File: src/rtl/uart_tx_fifo_if.sv
// IO bus between the core's memory stage and the UART transmitter peripheral.
// The core drives address, data and write strobe; the peripheral returns
// a combinational status word on the read-data lines.
interface uart_tx_fifo_if;
   logic [31:0] IO_mem_addr;
   logic [31:0] IO_mem_wdata;
   logic        IO_mem_wr;
   logic [31:0] IO_mem_rdata;

   modport master (
      output IO_mem_addr,
      output IO_mem_wdata,
      output IO_mem_wr,
      input  IO_mem_rdata
   );

   modport slave (
      input  IO_mem_addr,
      input  IO_mem_wdata,
      input  IO_mem_wr,
      output IO_mem_rdata
   );
endinterface

File: src/rtl/uart_tx_fifo.sv
// Memory-mapped UART transmitter: decodes IO writes to the data word,
// buffers bytes in a circular FIFO and shifts them out 8N1, LSB first.
// The status word (overflow, busy, full) is returned combinationally so
// firmware can poll before storing the next byte.
module uart_tx_fifo #(
   parameter int CLK_FREQ_HZ = 27_000_000,
   parameter int BAUD        = 115200,
   parameter int DEPTH       = 16
) (
   input  logic          clk,
   input  logic          RESET,
   uart_tx_fifo_if.slave io,
   output logic          uart_tx,
   output logic          tx_busy
);

   // Cycles per line bit; truncating division, never below one cycle.
   localparam int DIV_RAW = CLK_FREQ_HZ / BAUD;
   localparam int DIV     = (DIV_RAW < 1) ? 1 : DIV_RAW;
   localparam int CNT_W   = (DIV > 1) ? $clog2(DIV) : 1;
   localparam int AW      = $clog2(DEPTH);
   localparam int CW      = AW + 1;

   localparam logic [CNT_W-1:0] DIV_M1  = CNT_W'(DIV - 1);
   localparam logic [CW-1:0]    DEPTH_C = CW'(DEPTH);

   // Elaboration guard: the pointer arithmetic relies on natural wrap.
   if ((DEPTH < 2) || ((DEPTH & (DEPTH - 1)) != 0)) begin : g_bad_depth
      $error("uart_tx_fifo: DEPTH must be a power of two and at least 2");
   end

   typedef enum logic [1:0] {
      S_IDLE,
      S_START,
      S_DATA,
      S_STOP
   } state_e;

   // ------------------------------------------------------------------
   // State
   // ------------------------------------------------------------------
   state_e            state_q;
   logic [CNT_W-1:0]  baud_cnt_q;
   logic [2:0]        bit_idx_q;
   logic [7:0]        shifter_q;
   logic              uart_tx_q;
   logic              tx_busy_q;
   logic              overflow_q;

   logic [AW-1:0]     wr_ptr_q;
   logic [AW-1:0]     rd_ptr_q;
   logic [CW-1:0]     count_q;
   logic [CW-1:0]     count_d;
   logic [7:0]        mem_q [DEPTH];

   // ------------------------------------------------------------------
   // Bus decode
   // ------------------------------------------------------------------
   logic sel;
   logic full;
   logic push;
   logic drop;
   logic clr_ovf;
   logic pop;
   logic bit_done;
   logic fifo_nonempty;
   logic fsm_idle_d;
   logic [7:0] head;

   // Only word-address bit 1 selects the data word; the rest is ignored.
   logic unused_bus_bits;
   assign unused_bus_bits = ^{io.IO_mem_addr[31:4], io.IO_mem_addr[2:0],
                              io.IO_mem_wdata[30:8]};

   assign sel           = io.IO_mem_addr[3];
   assign full          = (count_q == DEPTH_C);
   assign fifo_nonempty = (count_q != '0);
   assign bit_done      = (baud_cnt_q == '0);
   assign head          = mem_q[rd_ptr_q];

   // Classify a selected write as flag clear, accepted byte or dropped byte.
   always_comb begin
      // NOTE: every output gets a default first so no path leaves a latch behind.
      push    = 1'b0;
      drop    = 1'b0;
      clr_ovf = 1'b0;
      if (io.IO_mem_wr && sel) begin
         if (io.IO_mem_wdata[31]) begin
            clr_ovf = 1'b1;
         end else if (full) begin
            drop = 1'b1;
         end else begin
            push = 1'b1;
         end
      end
   end

   // The FSM takes a byte when idle, or at the end of a stop bit so that
   // back-to-back frames have no idle gap.
   assign pop = fifo_nonempty &&
                ((state_q == S_IDLE) || ((state_q == S_STOP) && bit_done));

   // FSM ends up in IDLE after this edge when it has nothing to start.
   assign fsm_idle_d = !pop &&
                       ((state_q == S_IDLE) || ((state_q == S_STOP) && bit_done));

   // A same-cycle push and pop cancel out in the occupancy count.
   assign count_d = count_q + CW'(push) - CW'(pop);

   // ------------------------------------------------------------------
   // FIFO bookkeeping and sticky overflow flag
   // ------------------------------------------------------------------
   // Pointers, occupancy and overflow flag.
   always_ff @(posedge clk or posedge RESET) begin
      if (RESET) begin
         wr_ptr_q   <= '0;
         rd_ptr_q   <= '0;
         count_q    <= '0;
         overflow_q <= 1'b0;
      end else begin
         // NOTE: non-blocking assignments so every register samples pre-edge values.
         count_q <= count_d;
         if (push) begin
            wr_ptr_q <= wr_ptr_q + AW'(1);
         end
         if (pop) begin
            rd_ptr_q <= rd_ptr_q + AW'(1);
         end
         if (clr_ovf) begin
            overflow_q <= 1'b0;
         end else if (drop) begin
            overflow_q <= 1'b1;
         end
      end
   end

   // Byte storage; contents are only meaningful between the pointers.
   always_ff @(posedge clk) begin
      // NOTE: the array has no reset; reset empties the FIFO through the pointers instead.
      if (push) begin
         mem_q[wr_ptr_q] <= io.IO_mem_wdata[7:0];
      end
   end

   // ------------------------------------------------------------------
   // Transmit FSM with registered line and busy outputs
   // ------------------------------------------------------------------
   // Frame sequencing, baud timing and the registered serial outputs.
   always_ff @(posedge clk or posedge RESET) begin
      if (RESET) begin
         state_q    <= S_IDLE;
         baud_cnt_q <= '0;
         bit_idx_q  <= '0;
         shifter_q  <= '0;
         uart_tx_q  <= 1'b1;
         tx_busy_q  <= 1'b0;
      end else begin
         tx_busy_q <= (count_d != '0) || !fsm_idle_d;

         unique case (state_q)
            S_IDLE: begin
               uart_tx_q <= 1'b1;
               if (pop) begin
                  shifter_q  <= head;
                  baud_cnt_q <= DIV_M1;
                  uart_tx_q  <= 1'b0;
                  state_q    <= S_START;
               end
            end

            S_START: begin
               if (bit_done) begin
                  baud_cnt_q <= DIV_M1;
                  bit_idx_q  <= '0;
                  uart_tx_q  <= shifter_q[0];
                  state_q    <= S_DATA;
               end else begin
                  baud_cnt_q <= baud_cnt_q - CNT_W'(1);
               end
            end

            S_DATA: begin
               if (bit_done) begin
                  baud_cnt_q <= DIV_M1;
                  if (bit_idx_q == 3'd7) begin
                     uart_tx_q <= 1'b1;
                     state_q   <= S_STOP;
                  end else begin
                     shifter_q <= shifter_q >> 1;
                     bit_idx_q <= bit_idx_q + 3'd1;
                     uart_tx_q <= shifter_q[1];
                  end
               end else begin
                  baud_cnt_q <= baud_cnt_q - CNT_W'(1);
               end
            end

            S_STOP: begin
               if (bit_done) begin
                  if (pop) begin
                     shifter_q  <= head;
                     baud_cnt_q <= DIV_M1;
                     uart_tx_q  <= 1'b0;
                     state_q    <= S_START;
                  end else begin
                     uart_tx_q <= 1'b1;
                     state_q   <= S_IDLE;
                  end
               end else begin
                  baud_cnt_q <= baud_cnt_q - CNT_W'(1);
               end
            end

            default: begin
               uart_tx_q <= 1'b1;
               state_q   <= S_IDLE;
            end
         endcase
      end
   end

   // ------------------------------------------------------------------
   // Outputs
   // ------------------------------------------------------------------
   assign uart_tx = uart_tx_q;
   assign tx_busy = tx_busy_q;

   // Bit 9 is busy, matching the firmware putchar poll loop.
   assign io.IO_mem_rdata = sel ? {21'b0, overflow_q, tx_busy_q, full, 8'b0} : 32'b0;

endmodule

File: src/flat_wrapper.sv
// flat-port wrapper written by rule: the top's interface ports become plain ports
module uart_tx_fifo_flat 
#(
   parameter int CLK_FREQ_HZ = 27_000_000,
   parameter int BAUD        = 115200,
   parameter int DEPTH       = 16
)
  (clk, RESET, uart_tx, tx_busy, io_IO_mem_addr, io_IO_mem_wdata, io_IO_mem_wr, io_IO_mem_rdata);
  uart_tx_fifo_if io_i ();
  input  logic clk;
  input  logic RESET;
  output logic uart_tx;
  output logic tx_busy;
  input wire logic [$bits(io_i.IO_mem_addr)-1:0] io_IO_mem_addr;
  input wire logic [$bits(io_i.IO_mem_wdata)-1:0] io_IO_mem_wdata;
  input wire logic [$bits(io_i.IO_mem_wr)-1:0] io_IO_mem_wr;
  output wire logic [$bits(io_i.IO_mem_rdata)-1:0] io_IO_mem_rdata;
  assign io_i.IO_mem_addr = io_IO_mem_addr;
  assign io_i.IO_mem_wdata = io_IO_mem_wdata;
  assign io_i.IO_mem_wr = io_IO_mem_wr;
  assign io_IO_mem_rdata = io_i.IO_mem_rdata;
  uart_tx_fifo #(.CLK_FREQ_HZ(CLK_FREQ_HZ), .BAUD(BAUD), .DEPTH(DEPTH)) u_core (.clk(clk), .RESET(RESET), .io(io_i), .uart_tx(uart_tx), .tx_busy(tx_busy));
endmodule
File: config.mk
export PLATFORM = sky130hd
export DESIGN_NAME = uart_tx_fifo_flat
export DESIGN_NICKNAME = d
export VERILOG_FILES = /design/src/rtl/uart_tx_fifo_if.sv /design/src/rtl/uart_tx_fifo.sv /design/src/flat_wrapper.sv
export SDC_FILE = /design/constraint.sdc
export NUM_CORES = 1
export LEC_CHECK = 0
export ABC_AREA = 0
export BUFFER_PORTS_ARGS = -buffer_cell sky130_fd_sc_hd__buf_2
export CAP_MARGIN = 20
export CORE_ASPECT_RATIO = 0.9
export CORE_MARGIN = 4
export CORE_UTILIZATION = 57
export CTS_CLUSTER_DIAMETER = 150
export CTS_CLUSTER_SIZE = 16
export DETAILED_ROUTE_END_ITERATION = 10
export PLACE_DENSITY = 0.75
export SLEW_MARGIN = 20
export SYNTH_ARGS = -nofsm -noshare
export SYNTH_HDL_FRONTEND = slang
export SYNTH_SLANG_ARGS = --single-unit
File: constraint.sdc
create_clock -name clk -period 4.69 [get_ports clk]
set_input_delay 0.2345 -clock clk [delete_from_list [all_inputs] [get_ports clk]]
set_output_delay 0.2345 -clock clk [all_outputs]
set_load 0.005 [all_outputs]
---- Yosys cells after proc, flatten, opt, wreduce, memory -nomap -nowiden ----
Memories as Yosys holds them, arrays and structs flattened.
Cells that the tools add are included.
storage, ports and cells
  flip-flop bits (word level) ............. 37
  latch bits .............................. 0
  bits in writable memories ............... 128
  bits in read-only memories .............. 0
  input bits .............................. 67
  output and inout port bits .............. 34
  logic and storage cells ................. 87
  memories ................................ 1
memory list
  name          words  bits a word  read ports  clocked after Yosys merged registers in  wr ports  RTL line            text
  u_core.mem_q  16     8            1           0                                        1         uart_tx_fifo.sv:54  logic [7:0] mem_q [DEPTH];
operators by class
  add/sub/neg operators ................... 6
  multiply operators ...................... 0
  divide/modulo/power cells ............... 0
  magnitude comparators ................... 0
  equal/unequal tests ..................... 11
  shift-type cells ........................ 0
  mux-type cells .......................... 39
  bitwise logic cells ..................... 0
  reductions and logical operators ........ 20
operator list
  kind                                                   count
  2-to-1 mux 8 bit                                       7
  case mux 8 bit (3 select lines)                        2
  2-to-1 mux 1 bit                                       18
  2-to-1 mux 11 bit                                      1
  2-to-1 mux 2 bit                                       5
  inequality test 2 x 1 -> 1 bit, second input constant  5
  nonzero test 5 bit                                     2
  2-to-1 mux 3 bit                                       3
  adder 4 x 1 -> 4 bit, second input constant            2
  logical NOT 8 bit                                      1
  case mux 2 bit (4 select lines)                        1
  AND reduction 4 bit                                    2
  subtractor 8 x 1 -> 8 bit, second input constant       1
  case mux 3 bit (2 select lines)                        1
  adder 5 x 1 -> 5 bit                                   1
  equality test 5 bit, second input constant             1
  AND reduction 5 bit                                    1
  subtractor 5 x 1 -> 5 bit                              1
  equality test 2 bit, second input constant             2
  logical AND 1 bit                                      4
  case mux 1 bit (4 select lines)                        1
  nonzero test 2 bit                                     2
  adder 3 x 1 -> 3 bit, second input constant            1
  equality test 3 bit, second input constant             1
  other kinds (8)                                        10

---- Depth between registers and ports, before layout ----
  word-level depth ........................ 8
  depth in mapped cells ................... 15
  mapped depth without buffers ............ 14

---- Least setup slack after synthesis ----
Ideal clock, no wire load.
  path kind ............................... register -> register
  from .................................... reg u_core.baud_cnt_q[0]
  to ...................................... reg u_core.tx_busy_q (netlist: u_core.tx_busy)
  setup time .............................. 0.139 ns
  arrival time ............................ 3.354 ns
  data required time ...................... 4.551 ns
  setup slack ............................. 1.198 ns
  stages on the path, launching flop included .. 14
  buffers on the path ..................... 1
  clock period less this slack ............ 3.492 ns
  path through ............................ dfrtp_1 > inv_1 > ha_1 > nor3b_1 > clkbuf_1 > a31o_2 > nand2_1 > inv_1 > ha_1 > inv_1 > ha_1 > fa_1 > or4_1 > or4_1
on the way
  elaborated cells on any way between the ends .. 10
  classes of those cells .................. add/sub: 1; reduce/logical: 9
RTL lines
  element                      RTL line             text
  start: declaration           uart_tx_fifo.sv:43   logic [CNT_W-1:0] baud_cnt_q;
  start signal: assignment     uart_tx_fifo.sv:178  baud_cnt_q <= baud_cnt_q - CNT_W'(1);
  start signal: assignment     uart_tx_fifo.sv:194  baud_cnt_q <= baud_cnt_q - CNT_W'(1);
  start signal: assignment     uart_tx_fifo.sv:210  baud_cnt_q <= baud_cnt_q - CNT_W'(1);
  logical NOT 8 bit            uart_tx_fifo.sv:78   assign bit_done = (baud_cnt_q == '0);
  logical AND 1 bit            uart_tx_fifo.sv:101  ((state_q == S_IDLE) || ((state_q == S_STOP) && bit_done));
  logical OR 1 bit             uart_tx_fifo.sv:101
  logical AND 1 bit            uart_tx_fifo.sv:100  assign pop = fifo_nonempty &&
  named net u_core.pop         uart_tx_fifo.sv:64   logic pop;
  subtractor 5 x 1 -> 5 bit    uart_tx_fifo.sv:108  assign count_d = count_q + CW'(push) - CW'(pop);
  named net u_core.count_d[1]  uart_tx_fifo.sv:53   logic [CW-1:0] count_d;
  nonzero test 5 bit           uart_tx_fifo.sv:158  tx_busy_q <= (count_d != '0) || !fsm_idle_d;
  logical OR 1 bit             uart_tx_fifo.sv:158
  end signal: assignment       uart_tx_fifo.sv:158
  end: declaration             uart_tx_fifo.sv:47   logic tx_busy_q;
The timed path passes the listed nets, and every way through them passes these cells.
A chain may end at the register's enable or synchronous reset.

---- Worst setup path in the final report ----
Same ends and word-level chain as after synthesis.

==> metrics.md <==
| Metric | Value |
|---|---|
| Clock edge transition at the registers on the reported setup and hold paths | 70 ps |
| Final antenna diode count | 0 |
| Fin nets | 589 |
| Netlist Area Pre-Place | around 7400 um2 |
| DRC violation total after the first TritonRoute iteration | 355 |
| Proportion of synthesized area in mux cells | 0.109 |
| Sequential-to-total area share from yosys stat | 0.647 |
| Die height | 116 um |
| GRT Resource Usage Total | 0.194 |
| Io pins | slightly above 100 |
| Top cell type by total area after synthesis | sky130_fd_sc_hd__edfxtp_1 |
| First-pass GRT wire length | 21400 um |
| Run status | complete, no violations |
| Worst path slowest cell | sky130_fd_sc_hd__fa_1 |
| Compound-Gate Fraction of Synth Area | 0.0687 |
| Synthesis-stage register bit count | 165 |
| Remaining antenna violation count | 0 |
| Fraction of registers with async set or reset after synthesis | 0.224 |
| Simple-gate share of the synthesized area | 0.0770 |
| Count of cells resized by post-cts repair | 0 |
| Worst path cell trace | inv_1 -> ha_1 -> nor3b_1 -> buf_4 -> a31o_2 -> nand2_1 -> inv_1 -> ha_1 -> inv_1 -> ha_1 -> fa_1 -> xor2_1 -> or4_1 -> or4_1 |
| Clock Tree Root | sky130_fd_sc_hd__clkbuf_16 |
| Wire per inst | 19.4 um |
| Chip width | 128 um |
| Transition time of the tightest slew-check pin | 987 ps |
| Register area | 4770 um2 |
| Count of warnings emitted by yosys | 0 |
| Total Negative Setup Slacks | 0 ps |
| Routed wire length | 13200 um |
| Power density of the placed cells | 409 nW/um2 |
| Maximum number of pins on one net before global-route repair | 38 |
| Area share of the leading cell type in the synthesized netlist | 0.521 |
| Leakage power of the design | 0.00294 uW |
| Mean area per synthesized cell | 15.5 um2 |
| Worst Hold Class | in -> reg |
| Cell count after synthesis | 475 |
| Unrepaired setup endpoints after global routing | no |
| Kind of start point of the critical path | register |
| Crit path time final | 3790 ps |
| Highest clock rate | roughly 260 MHz |
| Site row count | 39 |
| Required time at the endpoint of the critical path | 4970 ps |
| IO Port Bufs | 17 |
| Crit Path Category | reg -> reg |
| Arrival @ worst endpoint | around 4100 ps |
| Combined area of the multi-input logic cells | ~2300 um2 |
| Total global routing overflow | 0 |
| Iteration count of the initial detailed-routing pass | 5 |
| Initial antenna violation count | 0 |
| Most common library cell in the layout ignoring fill and taps | sky130_fd_sc_hd__edfxtp_1 |
| Relative max-transition margin | 0.342 |
| Number of buffers created by CTS | 17 |
| Final GP Congestion | between 0.8 and 0.9 |
| DPL Wire Length | 8550 um |
| Final-report hold violation count | 0 |
| DR DRC count | 0 |
| Total of fill cells in the finished design | roughly 900 |
| Dominant synthesized flop cell | sky130_fd_sc_hd__edfxtp_1 |
| Vias after detailed routing | 3980 |
| Number of levels the H-tree was split into | 4 |
| Number of hold buffers added after CTS | 1 |
| Maximum buffer depth of the clock tree | 2 |
| Die ar. | 14800 um2 |
| Crit. End Element | register |
| Worst-case clock skew | 9.15 ps |
| Largest stage delay on the critical path | about 440 ps |
| Leading cell types in the layout, fill and taps excluded | 128 x sky130_fd_sc_hd__edfxtp_1, 35 x sky130_fd_sc_hd__dfrtp_1, 33 x sky130_fd_sc_hd__mux4_2, 30 x sky130_fd_sc_hd__nand2_1, 29 x sky130_fd_sc_hd__conb_1 |
| Number of global-route vias before repair | 3931 |
| Initial core utilization | 0.581 |
| Largest voltage drop on the vdd net | 0.000394 V |
| Core Footprint | 12700 um2 |
| Distinct cell type count of the synthesized netlist | 58 |
| Number of slew-limit violations in the final report | 0 |
| Post CTS Setup Buffer Count | 0 |
| Highest net fanout along the worst path | 11 |
| Number of enable flip-flop cells after synthesis | 128 |
| Number of max-cap violations | 0 |
| Share of layout cells above drive strength 1 | 0.187 |
| Post-Synth XOR/XNOR Area | 0.0119 |
| Vias per cell | 5.87 |
| Synth top area cells | sky130_fd_sc_hd__edfxtp_1 52%, sky130_fd_sc_hd__dfrtp_1 12%, sky130_fd_sc_hd__mux4_2 10% |
| Main combinational cell family by area after synthesis | multiplexers |
| Final Setup Violations | 0 |
| Source-to-sink clock delay at the later pin of the worst-skew pair | 420 ps |
| Tightest hold margin | 33.1 ps |
| Sinks on the clock net | 165 |
| P&R area growth vs syn | 9.79% |
| TritonCTS clock tree | yes |
| Adder-Cell Fraction of Synth Area | 0.0367 |
| Period utilization | 0.808 |
[metrics by stage]
| step | std cells | util | setup slack, ps | total power, uW | instance area [um2] |
|---|---|---|---|---|---|
| floorplan | 503 | - | 1200 | 1950 | 7480 |
| global route | 678 | 0.638 | 650 | 3470 | 8100 |
| CTS | 678 | 0.638 | 895 | 3340 | 8100 |
| global placement | 645 | 0.593 | 969 | 2000 | 7520 |
| detailed placement | 645 | 0.593 | 932 | 2020 | 7520 |
| finish | 678 | 0.638 | 900 | 3310 | 8100 |
[worst paths after layout]
path / cells after the start / to / startpoint / slack, ps
worst max-delay path: 14 / u_core.tx_busy / u_core.baud_cnt_q[0] / 900
worst min-delay path: 2 / u_core.overflow_q / io_IO_mem_wr / 30
worst max register to register: 14 / u_core.tx_busy / u_core.baud_cnt_q[0] / 900
worst min register to register: 2 / u_core.uart_tx / u_core.uart_tx / 480
max in group asynchronous: 4 / u_core.uart_tx / RESET / 3860
min in group asynchronous: 4 / u_core.wr_ptr_q[1] / RESET / 460
[final cells by class]
class                      instances  share of cell area
clock buffer                      17              0.0526
clock inverter                    15              0.0172
inverter                          20             0.00927
multi-input combinational        274               0.290
sequential                       165               0.589
tap                              164              0.0253
timing repair buffer              23              0.0164
[cell families (layout without fill, tap and decap cells)]
| logic type | after synthesis | in the layout |
|---|---|---|
| adders and majority gates | 21 | 21 |
| other | 1 | 29 |
| AOI/OAI and AO/OA | 75 | 75 |
| and+or+nand+nor | 100 | 100 |
| muxes | 39 | 39 |
| DFF | 165 | 165 |
| xor gates and xnor gates | 10 | 10 |
| buffers and inverters | 64 | 75 |
[per-layer routing]
layer / vias up / share of wire / global-route usage
li1: 1827 / - / -
met1: 2030 / 0.43 / 0.269
met2: 118 / 0.50 / 0.311
met3: 5 / 0.057 / 0.0442
met4: 0 / 0.0062 / 0.0615
met5: - / 0 / 0
[registers in the layout, indices dropped and copies added, names as in the netlist]
register,count
u_core.shifter_q,8
u_core.wr_ptr_q,4
u_core.bit_idx_q,3
u_core.uart_tx,1
u_core.rd_ptr_q,4
u_core.state_q,2
u_core.overflow_q,1
u_core.count_q,5
u_core.mem_q,128
u_core.baud_cnt_q,8
u_core.tx_busy,1
[power breakdown]
part / switching, uW / internal, uW
clock network: 581 / 743
logic: 169 / 120
registers: 50.9 / 1650
[cells in the mapped netlist, drive strengths merged, types with 3 or more instances]
cell and n:
mux2i 5, nand2 30, inv 20, a31oi 7, nand3 9, ha 20
clkbuf 8, a21oi 20, edfxtp 128, nor2b 3, a22oi 12, nor3 3
xnor2 6, mux4 33, and2 25, dfrtp 36, nand3b 7, o21ai 11
nor2 8, xor2 4, a22o 7, buf 36, nor4 3
[worst max-delay path, delay by kind of cell, from the launching register on]
family	cells	cell delay (ps)
fa+ha+maj	4	1180
simple gates	4	1120
buf+inv	4	490
flops	1	410
compound gates	1	270
xor+xnor	1	170
(Power assumes the default switching activity.)
